==> config.mk <==
export PLATFORM = sky130hd
export DESIGN_NAME = pipeline_hazard_ctrl_flat
export DESIGN_NICKNAME = d
export VERILOG_FILES = /design/src/rtl/pipeline_hazard_ctrl_pkg.sv /design/src/rtl/pipeline_hazard_ctrl_if.sv /design/src/rtl/pipeline_hazard_ctrl_load_use_detect.sv /design/src/rtl/pipeline_hazard_ctrl.sv /design/src/flat_wrapper.sv
export SDC_FILE = /design/constraint.sdc
export NUM_CORES = 1
export LEC_CHECK = 0
export ABC_AREA = 1
export CAP_MARGIN = 20
export CORE_MARGIN = 3
export CORE_UTILIZATION = 52
export CTS_CLUSTER_DIAMETER = 80
export DETAILED_ROUTE_END_ITERATION = 10
export PLACE_DENSITY_LB_ADDON = 0.08
export SETUP_SLACK_MARGIN = 0.05
export SYNTH_ARGS = -nofsm -noshare
export SYNTH_HDL_FRONTEND = slang
export SYNTH_SLANG_ARGS = --single-unit
==> constraint.sdc <==
create_clock -name clk -period 3.7 [get_ports clk]
set_input_delay 0.74 -clock clk [delete_from_list [all_inputs] [get_ports clk]]
set_output_delay 0.74 -clock clk [all_outputs]
set_load 0.005 [all_outputs]
==> src/rtl/pipeline_hazard_ctrl_pkg.sv <==
// Shared types for the pipeline hazard controller: FSM state encoding,
// the packed control bundle and the RUN-state decision helper.
package cpu_ctrl_pkg;

    typedef enum logic [1:0] {
        HZ_RUN   = 2'd0,
        HZ_WAIT  = 2'd1,
        HZ_ERROR = 2'd2
    } hz_state_t;

    localparam int MEM_TIMEOUT_DEF = 64;

    typedef struct packed {
        logic pc_en;
        logic ifid_en;
        logic idex_en;
        logic exmem_en;
        logic ifid_flush;
        logic idex_flush;
        logic memwb_bubble;
    } hz_ctrl_t;

    localparam hz_ctrl_t CTRL_RUN = 7'b1111_000;
    localparam hz_ctrl_t CTRL_BR  = 7'b1111_110;
    localparam hz_ctrl_t CTRL_LU  = 7'b0011_010;
    localparam hz_ctrl_t CTRL_MS  = 7'b0000_001;

    // Taken branch squashes the consumer, so it outranks load-use.
    function automatic hz_ctrl_t hz_decide(input logic br,
                                           input logic lu);
        hz_ctrl_t c;
        c = CTRL_RUN;
        priority case (1'b1)
            br:      c = CTRL_BR;
            lu:      c = CTRL_LU;
            default: c = CTRL_RUN;
        endcase
        return c;
    endfunction

endpackage

==> src/rtl/pipeline_hazard_ctrl_if.sv <==
// Hazard-controller bundle: ID/EX/MEM observations in, pipeline
// register enables/flushes and status out. master = pipeline side.
interface pipeline_hazard_ctrl_if #(
    parameter int REG_ADDR_W = 4,
    parameter int CNT_W      = 16
);
    logic [REG_ADDR_W-1:0] id_rs1;
    logic [REG_ADDR_W-1:0] id_rs2;
    logic                  id_rs1_used;
    logic                  id_rs2_used;
    logic                  ex_mem_read;
    logic                  ex_wre;
    logic [REG_ADDR_W-1:0] ex_reg_dest;
    logic                  branch_taken;
    logic                  mem_req;
    logic                  mem_ready;
    logic                  pc_en;
    logic                  ifid_en;
    logic                  idex_en;
    logic                  exmem_en;
    logic                  ifid_flush;
    logic                  idex_flush;
    logic                  memwb_bubble;
    logic [1:0]            state_o;
    logic                  mem_timeout;
    logic [CNT_W-1:0]      stall_cycles;

    modport master (
        output id_rs1, id_rs2, id_rs1_used, id_rs2_used,
        output ex_mem_read, ex_wre, ex_reg_dest, branch_taken,
        output mem_req, mem_ready,
        input  pc_en, ifid_en, idex_en, exmem_en,
        input  ifid_flush, idex_flush, memwb_bubble,
        input  state_o, mem_timeout, stall_cycles
    );

    modport slave (
        input  id_rs1, id_rs2, id_rs1_used, id_rs2_used,
        input  ex_mem_read, ex_wre, ex_reg_dest, branch_taken,
        input  mem_req, mem_ready,
        output pc_en, ifid_en, idex_en, exmem_en,
        output ifid_flush, idex_flush, memwb_bubble,
        output state_o, mem_timeout, stall_cycles
    );
endinterface

==> src/rtl/pipeline_hazard_ctrl_load_use_detect.sv <==
// Load-use comparator: flags an ID source that matches a load's
// destination in EX. Ports: i_rs1/i_rs2/i_*_used, i_mem_read, i_wre, i_rd, o_lu.
module load_use_detect #(
    parameter int REG_ADDR_W = 4
) (
    input  logic [REG_ADDR_W-1:0] i_rs1,
    input  logic [REG_ADDR_W-1:0] i_rs2,
    input  logic                  i_rs1_used,
    input  logic                  i_rs2_used,
    input  logic                  i_mem_read,
    input  logic                  i_wre,
    input  logic [REG_ADDR_W-1:0] i_rd,
    output logic                  o_lu
);
    // Register 0 is an ordinary register in this ISA.
    assign o_lu = i_mem_read & i_wre &
                  ((i_rs1_used & (i_rs1 == i_rd)) |
                   (i_rs2_used & (i_rs2 == i_rd)));
endmodule

==> src/rtl/pipeline_hazard_ctrl.sv <==
// Stall/flush sequencer: load-use, taken branch, MEM wait FSM with
// watchdog and stall counter. Ports: clk, rst_n, hz (slave bundle).
module pipeline_hazard_ctrl
    import cpu_ctrl_pkg::*;
#(
    parameter int REG_ADDR_W  = 4,
    parameter int MEM_TIMEOUT = MEM_TIMEOUT_DEF,
    parameter int CNT_W       = 16
) (
    input  logic                  clk,
    input  logic                  rst_n,
    pipeline_hazard_ctrl_if.slave hz
);
    localparam int WCW = $clog2(MEM_TIMEOUT + 1);

    logic           w_lu;
    logic           w_ms;
    hz_state_t      r_state;
    hz_state_t      w_state_nxt;
    logic [WCW-1:0] r_wait_cnt;
    logic [WCW-1:0] w_wait_nxt;
    logic           r_timeout;
    logic           w_timeout_nxt;
    logic [CNT_W-1:0] r_stall_cnt;
    hz_ctrl_t       w_ctrl;

    load_use_detect #(.REG_ADDR_W(REG_ADDR_W)) u_lu (
        .i_rs1      (hz.id_rs1),
        .i_rs2      (hz.id_rs2),
        .i_rs1_used (hz.id_rs1_used),
        .i_rs2_used (hz.id_rs2_used),
        .i_mem_read (hz.ex_mem_read),
        .i_wre      (hz.ex_wre),
        .i_rd       (hz.ex_reg_dest),
        .o_lu       (w_lu)
    );

    // A dropped mem_req counts as completion.
    assign w_ms = hz.mem_req & ~hz.mem_ready;

    always_ff @(posedge clk or negedge rst_n) begin
        if (!rst_n) begin
            r_state     <= HZ_RUN;
            r_wait_cnt  <= '0;
            r_timeout   <= 1'b0;
            r_stall_cnt <= '0;
        end else begin
            r_state    <= w_state_nxt;
            r_wait_cnt <= w_wait_nxt;
            r_timeout  <= w_timeout_nxt;
            if (!w_ctrl.pc_en && (r_stall_cnt != '1))
                r_stall_cnt <= r_stall_cnt + 1'b1;
        end
    end

    always_comb begin
        w_state_nxt   = r_state;
        w_wait_nxt    = r_wait_cnt;
        w_timeout_nxt = r_timeout;
        unique case (r_state)
            HZ_RUN: begin
                if (w_ms) begin
                    w_state_nxt = HZ_WAIT;
                    w_wait_nxt  = WCW'(1);
                end
            end
            HZ_WAIT: begin
                if (w_ms) begin
                    if (r_wait_cnt == WCW'(MEM_TIMEOUT - 1)) begin
                        w_state_nxt   = HZ_ERROR;
                        w_timeout_nxt = 1'b1;
                    end else begin
                        w_wait_nxt = r_wait_cnt + 1'b1;
                    end
                end else begin
                    w_state_nxt = HZ_RUN;
                    w_wait_nxt  = '0;
                end
            end
            HZ_ERROR: ;
            default: w_state_nxt = HZ_RUN;
        endcase
    end

    // Controls are gated by rst_n directly so they drop without a clock.
    always_comb begin
        w_ctrl = '0;
        if (rst_n) begin
            unique case (r_state)
                HZ_RUN, HZ_WAIT:
                    w_ctrl = w_ms ? CTRL_MS
                                  : hz_decide(hz.branch_taken, w_lu);
                HZ_ERROR: w_ctrl = CTRL_MS;
                default:  w_ctrl = '0;
            endcase
        end
    end

    assign hz.pc_en        = w_ctrl.pc_en;
    assign hz.ifid_en      = w_ctrl.ifid_en;
    assign hz.idex_en      = w_ctrl.idex_en;
    assign hz.exmem_en     = w_ctrl.exmem_en;
    assign hz.ifid_flush   = w_ctrl.ifid_flush;
    assign hz.idex_flush   = w_ctrl.idex_flush;
    assign hz.memwb_bubble = w_ctrl.memwb_bubble;
    assign hz.state_o      = r_state;
    assign hz.mem_timeout  = r_timeout;
    assign hz.stall_cycles = r_stall_cnt;
endmodule

==> src/flat_wrapper.sv <==
// flat-port wrapper written by rule: the top's interface ports become plain ports
module pipeline_hazard_ctrl_flat import cpu_ctrl_pkg::*;
#(
    parameter int REG_ADDR_W  = 4,
    parameter int MEM_TIMEOUT = MEM_TIMEOUT_DEF,
    parameter int CNT_W       = 16
)
  (clk, rst_n, hz_id_rs1, hz_id_rs2, hz_id_rs1_used, hz_id_rs2_used, hz_ex_mem_read, hz_ex_wre, hz_ex_reg_dest, hz_branch_taken, hz_mem_req, hz_mem_ready, hz_pc_en, hz_ifid_en, hz_idex_en, hz_exmem_en, hz_ifid_flush, hz_idex_flush, hz_memwb_bubble, hz_state_o, hz_mem_timeout, hz_stall_cycles);
  pipeline_hazard_ctrl_if #(.REG_ADDR_W(REG_ADDR_W), .CNT_W(CNT_W)) hz_i ();
  input  logic clk;
  input  logic rst_n;
  input wire logic [$bits(hz_i.id_rs1)-1:0] hz_id_rs1;
  input wire logic [$bits(hz_i.id_rs2)-1:0] hz_id_rs2;
  input wire logic [$bits(hz_i.id_rs1_used)-1:0] hz_id_rs1_used;
  input wire logic [$bits(hz_i.id_rs2_used)-1:0] hz_id_rs2_used;
  input wire logic [$bits(hz_i.ex_mem_read)-1:0] hz_ex_mem_read;
  input wire logic [$bits(hz_i.ex_wre)-1:0] hz_ex_wre;
  input wire logic [$bits(hz_i.ex_reg_dest)-1:0] hz_ex_reg_dest;
  input wire logic [$bits(hz_i.branch_taken)-1:0] hz_branch_taken;
  input wire logic [$bits(hz_i.mem_req)-1:0] hz_mem_req;
  input wire logic [$bits(hz_i.mem_ready)-1:0] hz_mem_ready;
  output wire logic [$bits(hz_i.pc_en)-1:0] hz_pc_en;
  output wire logic [$bits(hz_i.ifid_en)-1:0] hz_ifid_en;
  output wire logic [$bits(hz_i.idex_en)-1:0] hz_idex_en;
  output wire logic [$bits(hz_i.exmem_en)-1:0] hz_exmem_en;
  output wire logic [$bits(hz_i.ifid_flush)-1:0] hz_ifid_flush;
  output wire logic [$bits(hz_i.idex_flush)-1:0] hz_idex_flush;
  output wire logic [$bits(hz_i.memwb_bubble)-1:0] hz_memwb_bubble;
  output wire logic [$bits(hz_i.state_o)-1:0] hz_state_o;
  output wire logic [$bits(hz_i.mem_timeout)-1:0] hz_mem_timeout;
  output wire logic [$bits(hz_i.stall_cycles)-1:0] hz_stall_cycles;
  assign hz_i.id_rs1 = hz_id_rs1;
  assign hz_i.id_rs2 = hz_id_rs2;
  assign hz_i.id_rs1_used = hz_id_rs1_used;
  assign hz_i.id_rs2_used = hz_id_rs2_used;
  assign hz_i.ex_mem_read = hz_ex_mem_read;
  assign hz_i.ex_wre = hz_ex_wre;
  assign hz_i.ex_reg_dest = hz_ex_reg_dest;
  assign hz_i.branch_taken = hz_branch_taken;
  assign hz_i.mem_req = hz_mem_req;
  assign hz_i.mem_ready = hz_mem_ready;
  assign hz_pc_en = hz_i.pc_en;
  assign hz_ifid_en = hz_i.ifid_en;
  assign hz_idex_en = hz_i.idex_en;
  assign hz_exmem_en = hz_i.exmem_en;
  assign hz_ifid_flush = hz_i.ifid_flush;
  assign hz_idex_flush = hz_i.idex_flush;
  assign hz_memwb_bubble = hz_i.memwb_bubble;
  assign hz_state_o = hz_i.state_o;
  assign hz_mem_timeout = hz_i.mem_timeout;
  assign hz_stall_cycles = hz_i.stall_cycles;
  pipeline_hazard_ctrl #(.REG_ADDR_W(REG_ADDR_W), .MEM_TIMEOUT(MEM_TIMEOUT), .CNT_W(CNT_W)) u_core (.clk(clk), .rst_n(rst_n), .hz(hz_i));
endmodule
==> flow_metrics.env <==
export IMPL_post_place_cells=333
export IMPL_synth_xor_area_share_pct=7.071
export IMPL_placeableCoreArea_um2=3128
export IMPL_cts_resized=0
export IMPL_synth_fa_ha_area_share_pct=1.443
export IMPL_netlist_area_um2=1734
export IMPL_layout_commonest_cell="nand2_1"
export IMPL_ys_seq_elements=26
export IMPL_synth_compound_area_share_pct=3.319
export IMPL_clk_pin_slew_worst_paths_ns=0.13
export IMPL_finalSetupViolCount=0
export IMPL_hp_class="flop to flop"
export IMPL_yosys_area_share_simple_pct=41.41
export IMPL_p_seq_share_pct=59.9
export IMPL_cp_depth=6
export IMPL_wire_per_inst_um=11.28
export IMPL_finalNonFillerCells=337
export IMPL_seq_area_frac_synth_pct=37.52
export IMPL_grt_pass1_vias=1558
export IMPL_drive_above_1_share_pct=5.802
export IMPL_syn_inst=247
export IMPL_finalMaxSlewViolations=0
export IMPL_crit_path_top_delay_cell="clkdlybuf4s50_1"
export IMPL_slew_headroom_pct=74.17
export IMPL_power_switching_share_pct=21.90
export IMPL_end_kind="primary output"
export IMPL_first_pass_iters=4
export IMPL_cts_root_buf="clkbuf_4"
export IMPL_fin_util_pct=72.40
export IMPL_final_nets=317
export IMPL_cts_tree="built"
export IMPL_htree_levels=1
export IMPL_maxCapViolations=0
export IMPL_status="complete, no violations"
export IMPL_crit_family="buffers and inverters"
export IMPL_worst_r2r_cell_count=8
export IMPL_synth_cell_types=27
export IMPL_period_needed_ns=3.125
export IMPL_cts_made_buffers=3
export IMPL_hold_viol=0
export IMPL_cp_arrival_ns=2.39
export IMPL_dp_slack_ns=0.5591
export IMPL_power_frac_clock_pct=30.6
export IMPL_synth_avg_cell_area_um2=7.021
export IMPL_max_stage_delay_ns=0.51
export IMPL_nFillCells=253
export IMPL_dieArea_um2=4064
export IMPL_vias_per_cell=4.944
export IMPL_dieHeight_um=63.75
export IMPL_critical_path_cell_chain="clkdlybuf4s50_1 > inv_1 > nor3_2 > nand2_1 > nand2_1 > clkdlybuf4s50_1"
export IMPL_hpwl_mm=2.930
export IMPL_ctsHoldBuffers=0
export IMPL_place_gp_congestion=0.8677
export IMPL_grt_overflow=0
export IMPL_power_density_nw_per_um2=209.6
export IMPL_muxShareOfSynthArea_pct=0
export IMPL_mostFrequentLayoutCells="nand2_1 (87), clkdlybuf4s50_1 (46), inv_1 (30)"
export IMPL_start_util_pct=55.44
export IMPL_vias=1666
export IMPL_fin_ws_ns=0.5750
export IMPL_finalSetupTns_ns=0
export IMPL_cp_max_fo=5
export IMPL_vdd_drop_max_mv=0.1669
export IMPL_synth_fp_nets=270
export IMPL_fmax_ghz=0.3200
export IMPL_net_switching_power_w=0.0001040
export IMPL_critPathRequiredTime_ns=2.96
export IMPL_routed_wl_mm=3.800
export IMPL_post_cts_buffers=0
export IMPL_cts_sinks=26
export IMPL_port_buffers=46
export IMPL_p_int_w=0.0003706
export IMPL_track_usage_pct=20.36
export IMPL_clk_latency_ns=0.33
export IMPL_antenna_found_initial=0
export IMPL_die_x_um=63.75
export IMPL_skew_ns=0.008343
export IMPL_crit_path_start_kind="input pin"
export IMPL_grt_max_degree=27
export IMPL_leakage_nw=1.109
export IMPL_min_path_cells=2
export IMPL_num_rows=20
export IMPL_fin_crit_sh_pct=84.46
export IMPL_drtIter0Drc=75
export IMPL_synth_top_family_by_area="simple AND/OR/NAND/NOR gates"
export IMPL_diodes=0
export IMPL_synth_warnings=0
export IMPL_path_buf_inv=3
export IMPL_drc=0
export IMPL_ant_nets=0
export IMPL_tightest_slew_ns=0.3867
export IMPL_io_pins=47
export IMPL_rsz0062_at_grt="false"
export IMPL_clock_path_buffers=2
export IMPL_grt_pass1_wl_mm=6.755
export IMPL_area_growth_pct=30.59
export IMPL_critPathKind="input pin to primary output"
export IMPL_p_comb_share_pct=9.5
cell families (layout without fill, tap and decap cells):
group | Yosys count | in the layout
buffers and inverters | 38 | 84
XOR/XNOR | 14 | 14
AND/OR/NAND/NOR | 156 | 156
adder cells (fa/ha/maj) | 2 | 2
flip-flops | 26 | 26
AO/OA/AOI/OAI | 11 | 11
metal layers:
layer / vias up / track usage (%) / part of all wire (%) / routed length [um]
met1: 735 / 27.52 / 50 / 1912
met2: 45 / 31.68 / 42 / 1595
met4: 0 / 7.817 / 1.4 / 53
li1: 879 / - / - / -
met3: 7 / 4.745 / 6.3 / 239
met5: - / 0 / 0 / 0
worst paths after layout:
check                      slack (ns)                             startpoint                                     end
min in group asynchronous        0.79                                  rst_n  u_core.hz.stall_cycles[14]$_DFFE_PN0P_
hold / removal                   0.50      u_core.hz.mem_timeout$_DFFE_PN0P_       u_core.hz.mem_timeout$_DFFE_PN0P_
hold reg to reg                  0.50      u_core.hz.mem_timeout$_DFFE_PN0P_       u_core.hz.mem_timeout$_DFFE_PN0P_
setup reg to reg                 1.83  u_core.hz.stall_cycles[0]$_DFFE_PN0P_   u_core.hz.stall_cycles[9]$_DFFE_PN0P_
setup / recovery                 0.57                                  rst_n                              hz_ifid_en
max in group asynchronous        2.66                                  rst_n       u_core.hz.mem_timeout$_DFFE_PN0P_
synthesized netlist by cell type (all sizes together):
master	number	area share [%]
or2	1	0.36
nor3	4	1.4
nand4	19	6.9
nand3b	1	1.2
ha	2	1.4
o21ai	7	2.0
nand2	88	19
clkbuf	2	0.43
o21a	1	0.43
nor2	28	6.6
inv	31	6.7
xnor2	8	4.0
xor2	6	3.0
a21oi	3	0.87
nand3	14	5.3
dfrtp	26	38
buf	5	2.1
nor3b	1	0.43
state kept, by name (all words and copies together), names as in the netlist:
name	count
u_core.r_wait_cnt	7
u_core.hz.mem_timeout	1
u_core.hz.state_o	2
u_core.hz.stall_cycles	16
through the flow:
step / hold WS (ns) / area (um2) / total power (W)
final: 0.4981 / 2265 / 0.0004746
after global routing: 0.5397 / 2265 / 0.0004946
after global placement: 0.4693 / 2228 / 0.0003350
after CTS: 0.5085 / 2265 / 0.0004753
after floorplan: 0.4444 / 1734 / 0.0003030
after detailed placement: 0.4766 / 2228 / 0.0003354
worst reg2reg max path, stage by stage (launching register included):
cell,delay (ns)
dfrtp_1,0.47
ha_1,0.23
nand3_2,0.12
nor2_4,0.18
nand3_2,0.10
nand3b_4,0.29
nand3_4,0.26
nand2_1,0.08
nand2_1,0.08
power groups by stage:
stage	clock network (W)	registers, W	logic [W]
2_1_floorplan	0	0.000290	0.0000134
3_3_place_gp	0	0.000290	0.0000454
3_5_place_dp	0	0.000290	0.0000459
5_1_grt	0.000159	0.000284	0.0000508
6_report	0.000145	0.000284	0.0000452
4_1_cts	0.000145	0.000284	0.0000462
final cells by class:
class / count / area, um2 / area share (%)
clock buffers: 4 / 36.28 / 1.602
inverters: 31 / 116.4 / 5.138
repair buffers: 49 / 483.0 / 21.33
multi-input cells: 183 / 923.4 / 40.77
flip-flops and latches: 26 / 650.6 / 28.73
well taps: 44 / 55.05 / 2.431
No activity file was read; power rests on OpenSTA's default activity.
